[config.mk]
export PLATFORM = sky130hd
export DESIGN_NAME = load_store_unit
export DESIGN_NICKNAME = d
export VERILOG_FILES = /design/src/rtl/riscv_mem_pkg.sv /design/src/rtl/lsu_load_align.sv /design/src/rtl/load_store_unit.sv
export SDC_FILE = /design/constraint.sdc
export NUM_CORES = 1
export LEC_CHECK = 0
export ABC_CLOCK_PERIOD_IN_PS = 5800
export BUFFER_PORTS_ARGS = -buffer_cell sky130_fd_sc_hd__buf_2
export CORE_MARGIN = 5
export CORE_UTILIZATION = 50
export CTS_BUF_LIST = sky130_fd_sc_hd__clkbuf_16
export DETAILED_ROUTE_END_ITERATION = 16
export MAX_ROUTING_LAYER = met4
export PLACE_DENSITY = 0.85
export RECOVER_POWER = 25
export SLEW_MARGIN = 20
export SYNTH_ARGS = -nofsm -noshare
export SYNTH_HDL_FRONTEND = slang
export SYNTH_SLANG_ARGS = --single-unit
[constraint.sdc]
create_clock -name clk -period 5.8 [get_ports clk]
set_clock_uncertainty 0.1 [all_clocks]
set_input_delay 0 -clock clk [delete_from_list [all_inputs] [get_ports clk]]
set_output_delay 0 -clock clk [all_outputs]
set_load 0.005 [all_outputs]
[src/rtl/riscv_mem_pkg.sv]
// Shared definitions for the load/store unit: dmctrl codes, FSM states, byte-enable helper.
package riscv_mem_pkg;

    localparam logic [2:0] DM_B  = 3'b000;
    localparam logic [2:0] DM_H  = 3'b001;
    localparam logic [2:0] DM_W  = 3'b010;
    localparam logic [2:0] DM_BU = 3'b100;
    localparam logic [2:0] DM_HU = 3'b101;

    typedef enum logic [1:0] {
        IDLE,
        ACCESS,
        LWAIT,
        RESP
    } lsu_state_t;

    // Byte enables for a store of the given size at the given byte offset.
    function automatic logic [3:0] lsu_byte_en(input logic [2:0] ctrl, input logic [1:0] addr_lo);
        logic [3:0] be;
        case (ctrl)
            DM_B, DM_BU: be = 4'b0001 << addr_lo;
            DM_H, DM_HU: be = 4'b0011 << {addr_lo[1], 1'b0};
            default:     be = 4'b1111;
        endcase
        return be;
    endfunction

endpackage

[src/rtl/lsu_load_align.sv]
// Load data alignment: shifts the addressed lane down and sign/zero-extends it.
module lsu_load_align
    import riscv_mem_pkg::*;
(
    input  logic [31:0] rdata_i,
    input  logic [1:0]  addr_lo_i,
    input  logic [2:0]  ctrl_i,
    output logic [31:0] result_c
);

    logic [15:0] lane_c;

    // Bring the addressed byte/half down to bit 0.
    always_comb begin
        lane_c = 16'(rdata_i >> {addr_lo_i, 3'b000});
    end

    // Extend according to access size and signedness.
    always_comb begin
        result_c = rdata_i;
        case (ctrl_i)
            DM_B:    result_c = {{24{lane_c[7]}}, lane_c[7:0]};
            DM_BU:   result_c = {24'h000000, lane_c[7:0]};
            DM_H:    result_c = {{16{lane_c[15]}}, lane_c[15:0]};
            DM_HU:   result_c = {16'h0000, lane_c[15:0]};
            default: result_c = rdata_i;
        endcase
    end

endmodule

[src/rtl/load_store_unit.sv]
// Load/store unit between execute and a word-organised data memory.
// One request per transaction; faulting requests complete without a memory access.
module load_store_unit
    import riscv_mem_pkg::*;
#(
    parameter int unsigned MEM_WORDS = 1024,
    localparam int unsigned AW = $clog2(MEM_WORDS)
) (
    input  logic          clk,
    input  logic          rst,
    input  logic          req_valid,
    output logic          req_ready,
    input  logic          req_we,
    input  logic [2:0]    req_ctrl,
    input  logic [31:0]   req_addr,
    input  logic [31:0]   req_wdata,
    output logic          rsp_valid,
    output logic [31:0]   rsp_rdata,
    output logic          rsp_fault,
    output logic [AW-1:0] mem_addr,
    output logic          mem_re,
    output logic          mem_we,
    output logic [3:0]    mem_be,
    output logic [31:0]   mem_wdata,
    input  logic [31:0]   mem_rdata
);

    lsu_state_t    state_q, state_d;
    logic          we_q, we_d;
    logic [2:0]    ctrl_q, ctrl_d;
    logic [1:0]    addr_lo_q, addr_lo_d;
    logic          rsp_valid_q, rsp_valid_d;
    logic [31:0]   rsp_rdata_q, rsp_rdata_d;
    logic          rsp_fault_q, rsp_fault_d;
    logic [AW-1:0] mem_addr_q, mem_addr_d;
    logic          mem_re_q, mem_re_d;
    logic          mem_we_q, mem_we_d;
    logic [3:0]    mem_be_q, mem_be_d;
    logic [31:0]   mem_wdata_q, mem_wdata_d;

    logic          req_fault_c;
    logic [31:0]   store_data_c;
    logic [31:0]   load_data_c;
    logic          unused_addr_hi;

    // Word index wraps: address bits above the memory are ignored.
    assign unused_addr_hi = ^req_addr[31:AW+2];

    assign req_ready = (state_q == IDLE) && !rst;

    // Illegal dmctrl codes and misaligned half/word accesses.
    always_comb begin
        req_fault_c = 1'b0;
        case (req_ctrl)
            DM_B, DM_BU: req_fault_c = 1'b0;
            DM_H, DM_HU: req_fault_c = req_addr[0];
            DM_W:        req_fault_c = (req_addr[1:0] != 2'b00);
            default:     req_fault_c = 1'b1;
        endcase
    end

    // Replicate store data across all lanes it may land in.
    always_comb begin
        case (req_ctrl)
            DM_B, DM_BU: store_data_c = {4{req_wdata[7:0]}};
            DM_H, DM_HU: store_data_c = {2{req_wdata[15:0]}};
            default:     store_data_c = req_wdata;
        endcase
    end

    lsu_load_align u_load_align (
        .rdata_i   (mem_rdata),
        .addr_lo_i (addr_lo_q),
        .ctrl_i    (ctrl_q),
        .result_c  (load_data_c)
    );

    // Next-state and registered-output decode.
    always_comb begin
        state_d     = state_q;
        we_d        = we_q;
        ctrl_d      = ctrl_q;
        addr_lo_d   = addr_lo_q;
        rsp_valid_d = 1'b0;
        rsp_rdata_d = 32'h0;
        rsp_fault_d = 1'b0;
        mem_re_d    = 1'b0;
        mem_we_d    = 1'b0;
        mem_addr_d  = mem_addr_q;
        mem_be_d    = mem_be_q;
        mem_wdata_d = mem_wdata_q;

        case (state_q)
            IDLE: begin
                if (req_valid && req_ready) begin
                    we_d      = req_we;
                    ctrl_d    = req_ctrl;
                    addr_lo_d = req_addr[1:0];
                    if (req_fault_c) begin
                        state_d     = RESP;
                        rsp_valid_d = 1'b1;
                        rsp_fault_d = 1'b1;
                    end else begin
                        state_d     = ACCESS;
                        mem_re_d    = !req_we;
                        mem_we_d    = req_we;
                        mem_addr_d  = req_addr[AW+1:2];
                        mem_be_d    = req_we ? lsu_byte_en(req_ctrl, req_addr[1:0]) : 4'b1111;
                        mem_wdata_d = store_data_c;
                    end
                end
            end
            ACCESS: begin
                state_d     = we_q ? RESP : LWAIT;
                rsp_valid_d = we_q;
            end
            LWAIT: begin
                state_d     = RESP;
                rsp_valid_d = 1'b1;
                rsp_rdata_d = load_data_c;
            end
            RESP: begin
                state_d = IDLE;
            end
            default: begin
                state_d = IDLE;
            end
        endcase
    end

    // State and output registers with synchronous reset.
    always_ff @(posedge clk) begin
        if (rst) begin
            state_q     <= IDLE;
            we_q        <= 1'b0;
            ctrl_q      <= 3'b000;
            addr_lo_q   <= 2'b00;
            rsp_valid_q <= 1'b0;
            rsp_rdata_q <= 32'h0;
            rsp_fault_q <= 1'b0;
            mem_addr_q  <= '0;
            mem_re_q    <= 1'b0;
            mem_we_q    <= 1'b0;
            mem_be_q    <= 4'b0000;
            mem_wdata_q <= 32'h0;
        end else begin
            state_q     <= state_d;
            we_q        <= we_d;
            ctrl_q      <= ctrl_d;
            addr_lo_q   <= addr_lo_d;
            rsp_valid_q <= rsp_valid_d;
            rsp_rdata_q <= rsp_rdata_d;
            rsp_fault_q <= rsp_fault_d;
            mem_addr_q  <= mem_addr_d;
            mem_re_q    <= mem_re_d;
            mem_we_q    <= mem_we_d;
            mem_be_q    <= mem_be_d;
            mem_wdata_q <= mem_wdata_d;
        end
    end

    assign rsp_valid = rsp_valid_q;
    assign rsp_rdata = rsp_rdata_q;
    assign rsp_fault = rsp_fault_q;
    assign mem_addr  = mem_addr_q;
    assign mem_re    = mem_re_q;
    assign mem_we    = mem_we_q;
    assign mem_be    = mem_be_q;
    assign mem_wdata = mem_wdata_q;

endmodule
Word-level counts from Yosys, hierarchy flattened --
Index checks and enable logic that the tools add are counted.
Storage, ports and cells: bits in registers 90, bits in latches 0, memory bits (writable) 0, memory bits (read-only) 0, input port bits 103, output and inout port bits 83, logic and storage cells 57, memories kept 0
Operators by class: $add $sub $neg 0, $mul 0, divide/modulo/power cells 0, order comparisons 0, equal/unequal tests 11, shifts and indexed selects 3, muxes and demuxes 12, bitwise logic cells 4, reductions and logical operators 15
Operators with widths (number):
- case mux 32 bit (4 select lines) | 1
- case mux 32 bit (2 select lines) | 1
- right shift 32 x 5 -> 16 bit | 1
- equality test 3 bit (second input constant) | 4
- case mux 2 bit (4 select lines) | 1
- case mux 4 bit (2 select lines) | 1
- OR reduction 2 bit | 4
- equality test 3 x 1 -> 1 bit (second input constant) | 2
- logical NOT 3 bit | 2
- case mux 1 bit (3 select lines) | 2
- equality test 2 bit (second input constant) | 2
- 2-to-1 mux 2 bit | 2
- 2-to-1 mux 4 bit | 1
- NOT 1 bit | 4
- OR reduction 4 bit | 1
- left shift 1 x 2 -> 4 bit (first input constant) | 1
- left shift 2 x 2 -> 4 bit (first input constant) | 1
- equality test 3 x 2 -> 1 bit (second input constant) | 1
- 2-to-1 mux 1 bit | 3
- AND reduction 3 bit | 1
- equality test 2 x 1 -> 1 bit (second input constant) | 1
- logical AND 1 bit | 2
- logical NOT 1 bit | 2
- logical NOT 2 bit | 1
- 3 further kinds | 3

Depth between registers and ports, before layout --
Gate-level depths: netlist of the first run.
depth in word-level cells 6, gate-level depth with buffers 9, mapped depth without buffers 6

By module --
From an unflattened synthesis of the first run, not the netlist that was laid out.
Second synthesis, totals: cell total of the unflattened synthesis 442, area, all modules 4301.6 sq um
By module, submodules not included:
- load_store_unit | times used 1, cells each 331, area an instance 3585.9 sq um, sequential area each 1801.7 sq um
- lsu_load_align | times used 1, cells each 111, area an instance 715.7 sq um, sequential area each 0.0 sq um

Least setup slack after synthesis of the first run --
OpenSTA, ideal clock, no wires.
kind flip-flop to flip-flop, start reg state_q[0], end reg mem_wdata_q[24], in the netlist mem_wdata[24], arrival 1.757 ns, required time 5.630 ns, slack 3.873 ns, cell stages (with the launch flop) 9, buffers on the path 2, clock period less this slack 1.927 ns, cells stage by stage dfxtp_1 -> inv_1 -> ha_1 -> and3b_1 -> clkbuf_1 -> o21ai_1 -> clkbuf_1 -> nand2_1 -> a21oi_1
Between the ends: longest elaborated chain between the ends 4
Ends and longest elaborated chain:
- start, declared | RTL line load_store_unit.sv:28 | lsu_state_t state_q, state_d;
- start signal, assigned | RTL line load_store_unit.sv:147 | state_q <= state_d;
- logical NOT 2 bit (*) | RTL line load_store_unit.sv:49, load_store_unit.sv:93
- logical AND 1 bit | RTL line load_store_unit.sv:49 | assign req_ready = (state_q == IDLE) && !rst;
- logical AND 1 bit | RTL line load_store_unit.sv:95 | if (req_valid && req_ready) begin
- AND reduction 3 bit (no source line) (*)
- end signal, assigned | RTL line load_store_unit.sv:158 | mem_wdata_q <= mem_wdata_d;
- end, declared | RTL line load_store_unit.sv:39 | logic [31:0] mem_wdata_q, mem_wdata_d;
Mark *: on every way between the ends. The rest lies on a longest branch, timed or not. A chain may end at the register's enable or synchronous reset.

Final worst setup path of the first run --
start reg addr_lo_q[0], end reg rsp_rdata_q[12], in the netlist rsp_rdata[12]
Between the ends: longest elaborated chain between the ends 2
Ends and longest elaborated chain:
- start, declared | RTL line load_store_unit.sv:31 | logic [1:0] addr_lo_q, addr_lo_d;
- start signal, assigned | RTL line load_store_unit.sv:150 | addr_lo_q <= addr_lo_d;
- right shift 32 x 5 -> 16 bit | RTL line lsu_load_align.sv:15 | lane_c = 16'(rdata_i >> {addr_lo_i, 3'b000});
- case mux 32 bit (4 select lines) | RTL line lsu_load_align.sv:21 | case (ctrl_i)
- end signal, assigned | RTL line load_store_unit.sv:152 | rsp_rdata_q <= rsp_rdata_d;
- end, declared | RTL line load_store_unit.sv:33 | logic [31:0] rsp_rdata_q, rsp_rdata_d;
Every way passes these cells.

==> results_tabular.tex, run 1 <==
\begin{tabular}{lr}
\hline
Metric & Value \\
\hline
\multicolumn{2}{l}{\textbf{Detailed routing}} \\
Vias per cell & between 5 and 6 \\
Final ANT Viol Nets & 0 \\
Residual DRC count & 0 \\
First drt pass iteration count & 4 \\
Mean routed wirelength per cell & 18.4 µm \\
Number of design-rule violations left by the first detailed-router iteration & 262 \\
Sum of routed wire length over all layers & 14400 µm \\
Number of vias after detailed routing & $\sim$4400 \\
\multicolumn{2}{l}{\textbf{Logic synthesis}} \\
Number of flip-flops and latches in the synthesized netlist & 90 \\
Count of warnings emitted by yosys & 0 \\
Prevailing post-synth register cell & sky130\_fd\_sc\_hd\_\_dfxtp\_1 \\
Share of flip-flops with an asynchronous set or reset & 0\% \\
Post-synth EDFFs & 0 \\
Synth Cell Area & 3950 µm² \\
Number of standard cells after synthesis & 454 \\
Mapped Nets & approximately 560 \\
Average instance area after synthesis & 8.69 µm² \\
Post-synthesis cell type count & 31 \\
Part of the Yosys area used for sequential elements & between 40 and 50\% \\
\multicolumn{2}{l}{\textbf{Clocking}} \\
Number of buffers inserted during clock tree synthesis & 9 \\
Cells resized by post-CTS repair & 0 \\
Clock Sinks & 90 \\
CTS tree & yes \\
Clock transition at path regs & 80 ps \\
Clk\_lat worst skew & 330 ps \\
Total setup buffers inserted after CTS & 0 \\
CTS hold repair buffers & between 70 and 80 \\
Clock Path Buffers & 2 \\
Root buffer selected by CTS & sky130\_fd\_sc\_hd\_\_clkbuf\_16 \\
H-tree depth & 3 \\
\multicolumn{2}{l}{\textbf{STA}} \\
Final Cycle Share & 52.3\% \\
Hold violation total from the final report & 0 \\
Count of final setup violators & 0 \\
Hold Worst Slack & 42.0 ps \\
Total negative setup slack & 0 ps \\
Rel. slew slack & 24.6\% \\
Final critical-path required period & 3030 ps \\
RSZ-0062 raised after global routing & no \\
Transition at the pin with the smallest max-transition slack & 1130 ps \\
Max Freq & 0.330 GHz \\
Number of max-slew violations in the final report & 0 \\
\multicolumn{2}{l}{\textbf{Placement}} \\
Detailed placer's ending HPWL & 8150 µm \\
Number of port buffers & between 150 and 200 \\
Final weighted congestion of routability-driven global placement & around 0.82 \\
\multicolumn{2}{l}{\textbf{Critical path}} \\
Slowest stage delay, CP & 1070 ps \\
Worst Path Required & 5830 ps \\
Sequence of cells on the critical path & mux2i\_1 > nor4\_1 > nor3\_1 > a221oi\_1 \\
Critical path class & reg -> reg \\
Launching element type of the critical path & register \\
Critical path arrival & slightly above 3000 ps \\
R2r endpoint & rsp\_rdata[12] \\
Number of cell instances on the worst register-to-register path & 4 \\
Critical path capture point type & register \\
Origin of the critical flop-to-flop path & addr\_lo\_q[0] \\
Worst reg2reg setup slack & 2770 ps \\
Maximum fanout along the worst path & 22 \\
Highest-delay cell along the critical path & sky130\_fd\_sc\_hd\_\_dfxtp\_1 \\
\multicolumn{2}{l}{\textbf{Global routing}} \\
GRT Resource Usage Total & between 20 and 30\% \\
Antenna violations before repair & 0 \\
Total global routing overflow & 0 \\
Wire length of the first global-routing pass & 22800 µm \\
Pin count of the biggest net entering global routing & 67 \\
Vias in the first global route & 4601 \\
\multicolumn{2}{l}{\textbf{Cells and area}} \\
Fill cell total of the finished layout & roughly 500 \\
Fraction of final layout cells sized beyond drive strength 1 & 24.4\% \\
Diode count & 0 \\
Synthesis-to-layout area growth & 47.7\% \\
Nets & between 700 and 800 \\
\multicolumn{2}{l}{\textbf{Floorplanning}} \\
Initial core utilization & between 50\% and 60\% \\
Die Span Y & 98.8 µm \\
Die Span X & 98.8 µm \\
Row count & 32 \\
Total core area & 7730 µm² \\
I/O pin cnt & 186 \\
Area of the die & between 9000 and 10000 µm² \\
\multicolumn{2}{l}{\textbf{Hold path}} \\
End of the worst hold path & ctrl\_q[0] \\
Worst Hold Launch & req\_ctrl[0] \\
Cell depth of the worst min-delay path & 3 \\
Tightest Hold Check Type & in -> reg \\
\multicolumn{2}{l}{\textbf{Run}} \\
Max-cap violations & 0 \\
\multicolumn{2}{l}{\textbf{Power}} \\
Pleak & $\sim$2.7 nW \\
Worst vdd ir & around 190 µV \\
Ratio of total power to cell area & around 320 nW/µm² \\
\multicolumn{2}{l}{\textbf{Status}} \\
Run status & finished clean \\
\hline
\end{tabular}
[worst max-delay path by stage]
stage / startpoint / endpoint / cells past startpoint
2_1_floorplan: state_q[0] / mem_wdata[24] / 8
3_3_place_gp: addr_lo_q[0] / rsp_rdata[29] / 4
3_5_place_dp: addr_lo_q[0] / rsp_rdata[29] / 4
4_1_cts: addr_lo_q[0] / rsp_rdata[29] / 4
5_1_grt: addr_lo_q[0] / rsp_rdata[12] / 4
6_report: addr_lo_q[0] / rsp_rdata[12] / 4
[report_power, final]
group	internal, mW	switching [mW]
registers	0.697	0.0729
logic	0.208	0.238
clock network	0.387	0.264
[cells in the final DEF (no fill, tap or decap), types with 4 or more instances in the layout]
master	count
sky130_fd_sc_hd__clkbuf_16	9
sky130_fd_sc_hd__nor3_1	4
sky130_fd_sc_hd__o221a_2	7
sky130_fd_sc_hd__mux2i_1	37
sky130_fd_sc_hd__o21ai_0	29
sky130_fd_sc_hd__nand3b_1	6
sky130_fd_sc_hd__dlygate4sd3_1	78
sky130_fd_sc_hd__nor2b_1	4
sky130_fd_sc_hd__nor2_1	44
sky130_fd_sc_hd__ha_1	5
sky130_fd_sc_hd__nand2b_1	4
sky130_fd_sc_hd__a221oi_1	8
sky130_fd_sc_hd__a311oi_1	11
sky130_fd_sc_hd__dfxtp_1	90
sky130_fd_sc_hd__nand2_1	78
sky130_fd_sc_hd__a21o_1	16
sky130_fd_sc_hd__buf_2	138
sky130_fd_sc_hd__a21oi_1	34
sky130_fd_sc_hd__a211oi_1	12
sky130_fd_sc_hd__clkbuf_1	27
sky130_fd_sc_hd__and2_1	8
sky130_fd_sc_hd__inv_1	13
[cells by family (layout without fill, tap and decap cells)]
logic type,after synthesis,in the layout,synth area share [%]
flops,90,90,45.7
mux,38,38,9.96
buf+inv,47,272,5.58
fa+ha+maj,5,5,1.59
simple gates,154,154,17.2
compound gates,120,120,20.0
[state kept, by name (all words and copies together) (netlist names), 2 cells and up]
| name | count |
|---|---|
| addr_lo_q | 2 |
| ctrl_q | 3 |
| mem_be | 4 |
| rsp_rdata | 32 |
| mem_wdata | 32 |
| mem_addr | 10 |
| state_q | 2 |
[layout make-up]
cell class,instances,area [µm²],area share [%]
sequential,90,1800,30.9
clock buffer,9,225,3.86
tap,102,128,2.19
inverter,13,48.8,0.837
multi-input combinational,317,1950,33.4
clock inverter,7,108,1.85
timing repair buffer,243,1570,27.0
[through the flow]
stage	setup WS [ps]	util, %	area, µm²	power (mW)	cells
2_1_floorplan	3870	-	3950	1.02	454
3_3_place_gp	3070	61.3	4730	1.15	687
3_5_place_dp	2910	61.4	4740	1.17	687
4_1_cts	2880	75.8	5850	1.85	781
5_1_grt	2730	75.4	5830	1.95	781
6_report	2770	75.4	5830	1.87	781
[critical path, delay by kind of cell (launching register included)]
kind	cells	cell delay [ps]
AO/OA/AOI/OAI	1	330
flip-flops	1	1070
multiplexers	1	410
AND/OR/NAND/NOR	2	920
[metal layers]
layer | global-route usage [%] | wire length, µm | up-vias
met5 | - | 0 | -
met4 | 12.5 | 465 | 0
met3 | 6.94 | 1500 | 61
met2 | 51.9 | 7160 | 313
met1 | 32.3 | 5220 | 2030
li1 | - | - | 2016
[Yosys cell counts, types with 10 or more instances]
cell | count | area, µm²
sky130_fd_sc_hd__o21ai_0 | 29 | 145
sky130_fd_sc_hd__dfxtp_1 | 90 | 1800
sky130_fd_sc_hd__clkbuf_1 | 20 | 75.1
sky130_fd_sc_hd__a211oi_1 | 12 | 90.1
sky130_fd_sc_hd__nor2_1 | 45 | 169
sky130_fd_sc_hd__nand2_1 | 78 | 293
sky130_fd_sc_hd__a21o_1 | 16 | 120
sky130_fd_sc_hd__mux2i_1 | 37 | 370
sky130_fd_sc_hd__a311oi_1 | 11 | 96.3
sky130_fd_sc_hd__inv_1 | 13 | 48.8
sky130_fd_sc_hd__buf_2 | 10 | 50.1
sky130_fd_sc_hd__a21oi_1 | 34 | 170
No activity file was read; power rests on OpenSTA's default activity.
==> run 2: changes to the inputs <==
--- a/config.mk
+++ b/config.mk
@@ -5,14 +5,14 @@
 export SDC_FILE = /design/constraint.sdc
 export NUM_CORES = 1
 export LEC_CHECK = 0
-export ABC_CLOCK_PERIOD_IN_PS = 5800
+export ABC_CLOCK_PERIOD_IN_PS = 3160
 export BUFFER_PORTS_ARGS = -buffer_cell sky130_fd_sc_hd__buf_2
 export CORE_MARGIN = 5
-export CORE_UTILIZATION = 50
+export CORE_UTILIZATION = 46
 export CTS_BUF_LIST = sky130_fd_sc_hd__clkbuf_16
 export DETAILED_ROUTE_END_ITERATION = 16
 export MAX_ROUTING_LAYER = met4
-export PLACE_DENSITY = 0.85
+export PLACE_DENSITY = 0.79
 export RECOVER_POWER = 25
 export SLEW_MARGIN = 20
 export SYNTH_ARGS = -nofsm -noshare
==> constraint.sdc (replaced) <==
create_clock -name clk -period 3.16 [get_ports clk]
set_clock_uncertainty 0.1 [all_clocks]
set_input_delay 0 -clock clk [delete_from_list [all_inputs] [get_ports clk]]
set_output_delay 0 -clock clk [all_outputs]
set_load 0.005 [all_outputs]
==> run 2 against run 1 <==
Net effect:
- cell count is 1.4% higher
- critical path depth up 4
- largest cell class unchanged
- clock-buffer cell count stayed put
- die area up 7.8%
- core utilization decreased by 5.2 points
- combinational power rose by 91%
- sequential power grew 79%
- non-clock buffer count up 8
- via count fell by 1.3%
- routed wire length down 4.8%
- worst setup slack got worse by 2500 ps
- power is 73% higher
==> results_tabular.tex, run 2 (synthesis gave the netlist of run 1 again) <==
\begin{tabular}{lr}
\hline
Metric & Value \\
\hline
\multicolumn{2}{l}{\textbf{Status}} \\
Run status & finished clean \\
\multicolumn{2}{l}{\textbf{Placement}} \\
Post-DP Area & 4780 µm² (+0.87\%) \\
Final weighted congestion of routability-driven global placement & 0.914 (+12\%) \\
Number of port buffers & 165 (unchanged) \\
Total placed cells including tap cells & 696 (+1.3\%) \\
Detailed placer's ending HPWL & 8170 µm (+0.18\%) \\
\multicolumn{2}{l}{\textbf{Global routing}} \\
Antenna violations before repair & 0 (unchanged) \\
Vias in the first global route & 4392 (-4.5\%) \\
Total global routing overflow & 0 (unchanged) \\
Wire length of the first global-routing pass & 21500 µm (-5.5\%) \\
Pin count of the biggest net entering global routing & 67 (unchanged) \\
GRT Resource Usage Total & 26.8\% (-3.0 points) \\
\multicolumn{2}{l}{\textbf{Cells and area}} \\
Final design area excluding fillers & 5830 µm² (about the same) \\
Nets & 790 (+1.0\%) \\
Filler-free cell count of the finished design & 792 (+1.4\%) \\
Footprint of the multi-input gates & 1930 µm² (-0.84\%) \\
FF+latch area & 1800 µm² (unchanged) \\
Diode count & 0 (unchanged) \\
Fraction of final layout cells sized beyond drive strength 1 & 24.7\% (+0.30 points) \\
Commonest non-fill, non-tap cells in the layout & 138 x sky130\_fd\_sc\_hd\_\_buf\_2, 90 x sky130\_fd\_sc\_hd\_\_dfxtp\_1, 80 x sky130\_fd\_sc\_hd\_\_dlygate4sd3\_1 \\
Leading cell type in the layout, fill and taps excluded & sky130\_fd\_sc\_hd\_\_buf\_2 \\
Synthesis-to-layout area growth & 47.7\% (about the same) \\
Fill cell total of the finished layout & 605 (+18\%) \\
\multicolumn{2}{l}{\textbf{Floorplanning}} \\
Initial core utilization & 47.6\% (-3.5 points) \\
Die Span X & 103 µm (+3.8\%) \\
Total core area & 8300 µm² (+7.4\%) \\
Row count & 33 (+3.1\%) \\
I/O pin cnt & 186 (unchanged) \\
Area of the die & 10500 µm² (+7.8\%) \\
Die Span Y & 103 µm (+3.8\%) \\
\multicolumn{2}{l}{\textbf{Clocking}} \\
Clock Path Buffers & 2 (unchanged) \\
Clk\_lat worst skew & 330 ps (about the same) \\
H-tree depth & 3 (unchanged) \\
Clock transition at path regs & 60 ps (-20 ps) \\
Root buffer selected by CTS & sky130\_fd\_sc\_hd\_\_clkbuf\_16 \\
Cells resized by post-CTS repair & 0 (unchanged) \\
Clock Sinks & 90 (unchanged) \\
CTS tree & yes \\
Number of buffers inserted during clock tree synthesis & 9 (unchanged) \\
\multicolumn{2}{l}{\textbf{Run}} \\
Max-cap violations & 0 (unchanged) \\
\multicolumn{2}{l}{\textbf{STA}} \\
Final Cycle Share & 91.2\% \\
Final critical-path required period & 2880 ps \\
Number of max-slew violations in the final report & 0 (unchanged) \\
Hold Worst Slack & 55.4 ps (+13.4 ps) \\
Total negative setup slack & 0 ps (unchanged) \\
Rel. slew slack & 31.3\% (+6.7 points) \\
RSZ-0062 raised after global routing & no \\
Transition at the pin with the smallest max-transition slack & 1020 ps (-107 ps) \\
Max Freq & 0.347 GHz \\
Hold violation total from the final report & 0 (unchanged) \\
Count of final setup violators & 0 (unchanged) \\
\multicolumn{2}{l}{\textbf{Power}} \\
Pleak & 2.67 nW (+0.52\%) \\
Worst vdd ir & 280 µV (+47\%) \\
Ratio of total power to cell area & 553 nW/µm² (+73\%) \\
Overall Power & 3.22 mW (+73\%) \\
\multicolumn{2}{l}{\textbf{Detailed routing}} \\
Residual DRC count & 0 (unchanged) \\
Mean routed wirelength per cell & 17.3 µm (-6.1\%) \\
Vias per cell & 5.51 (-2.6\%) \\
Sum of routed wire length over all layers & 13700 µm (-4.8\%) \\
Number of vias after detailed routing & 4364 (-1.3\%) \\
Final ANT Viol Nets & 0 (unchanged) \\
Number of design-rule violations left by the first detailed-router iteration & 236 (-9.9\%) \\
First drt pass iteration count & 5 (+1) \\
\multicolumn{2}{l}{\textbf{Critical path}} \\
Maximum fanout along the worst path & 66 (+200\%) \\
Worst Path Required & 3330 ps (-2500 ps) \\
Critical path arrival & 3050 ps (-20 ps) \\
Critical path capture point type & register \\
Critical path class & in -> reg \\
Launching element type of the critical path & primary input \\
\multicolumn{2}{l}{\textbf{Hold path}} \\
Tightest Hold Check Type & in -> reg \\
\hline
\end{tabular}
-- run 2: changes by cell type in the layout (fill, tap and decap cells not counted), sizes merged --
| cell | before | now |
|---|---|---|
| clkinv | 0 | 2 |
| buf | 138 | 144 |
| dlygate4sd3 | 78 | 80 |
| bufinv | 2 | 0 |
| clkinvlp | 1 | 2 |
| inv | 17 | 16 |
-- run 2: through the flow --
stage / setup WS (ps) / util [%]
after global routing: 48.8 / 70.2
after floorplan: 1230 / -
after detailed placement: 882 / 57.6
after CTS: 400 / 70.6
after global placement: 986 / 57.6
final: 277 / 70.2
-- run 2: where the power goes --
group          leakage [nW]  switching [mW]  total (mW)  internal, mW
logic                  1.81           0.462       0.850         0.389
registers             0.731          0.0971        1.38          1.28
clock network         0.132           0.454       0.994         0.540
total                  2.67            1.01        3.22          2.21
-- run 2: critical path, stage by stage --
cell                            delay (ps)
sky130_fd_sc_hd__dlygate4sd3_1         540
sky130_fd_sc_hd__buf_2                 150
sky130_fd_sc_hd__nor4_1                600
sky130_fd_sc_hd__o21a_2                240
sky130_fd_sc_hd__buf_4                 510
sky130_fd_sc_hd__nor2_1                110
sky130_fd_sc_hd__a311oi_1              280
sky130_fd_sc_hd__dlygate4sd3_1         590
-- run 2: area by class of cell --
cell class | instances | area share, %
Clock buffer | 9 | 3.87
Tap cell | 105 | 2.25
Inverter | 13 | 0.837
Timing Repair Buffer | 251 | 28.1
Clock inverter | 7 | 0.902
Multi-Input combinational cell | 317 | 33.1
Sequential cell | 90 | 30.9
-- run 2: repair_timing --
item	in CTS	in global routing
hold buffers	80	0
setup buffers	0	0
hold endpoints to repair	84	0
setup endpoints to repair	0	0
-- run 2: path summary, 6_finish.rpt --
path	cells after the start	end	slack (ps)	start
max reg2reg	8	mem_wdata[9]	290	state_q[1]
min reg2reg	2	mem_addr[4]	350	mem_addr[4]
max	8	mem_wdata[9]	280	req_addr[1]
min	3	addr_lo_q[0]	60	req_valid
-- run 2: layer usage --
metal,wire (µm),vias to the layer above,global-route usage (%)
li1,-,2038,-
met1,5190,2016,29.8
met2,6690,255,45.6
met3,1260,55,5.48
met4,537,0,12.9
met5,0,-,-
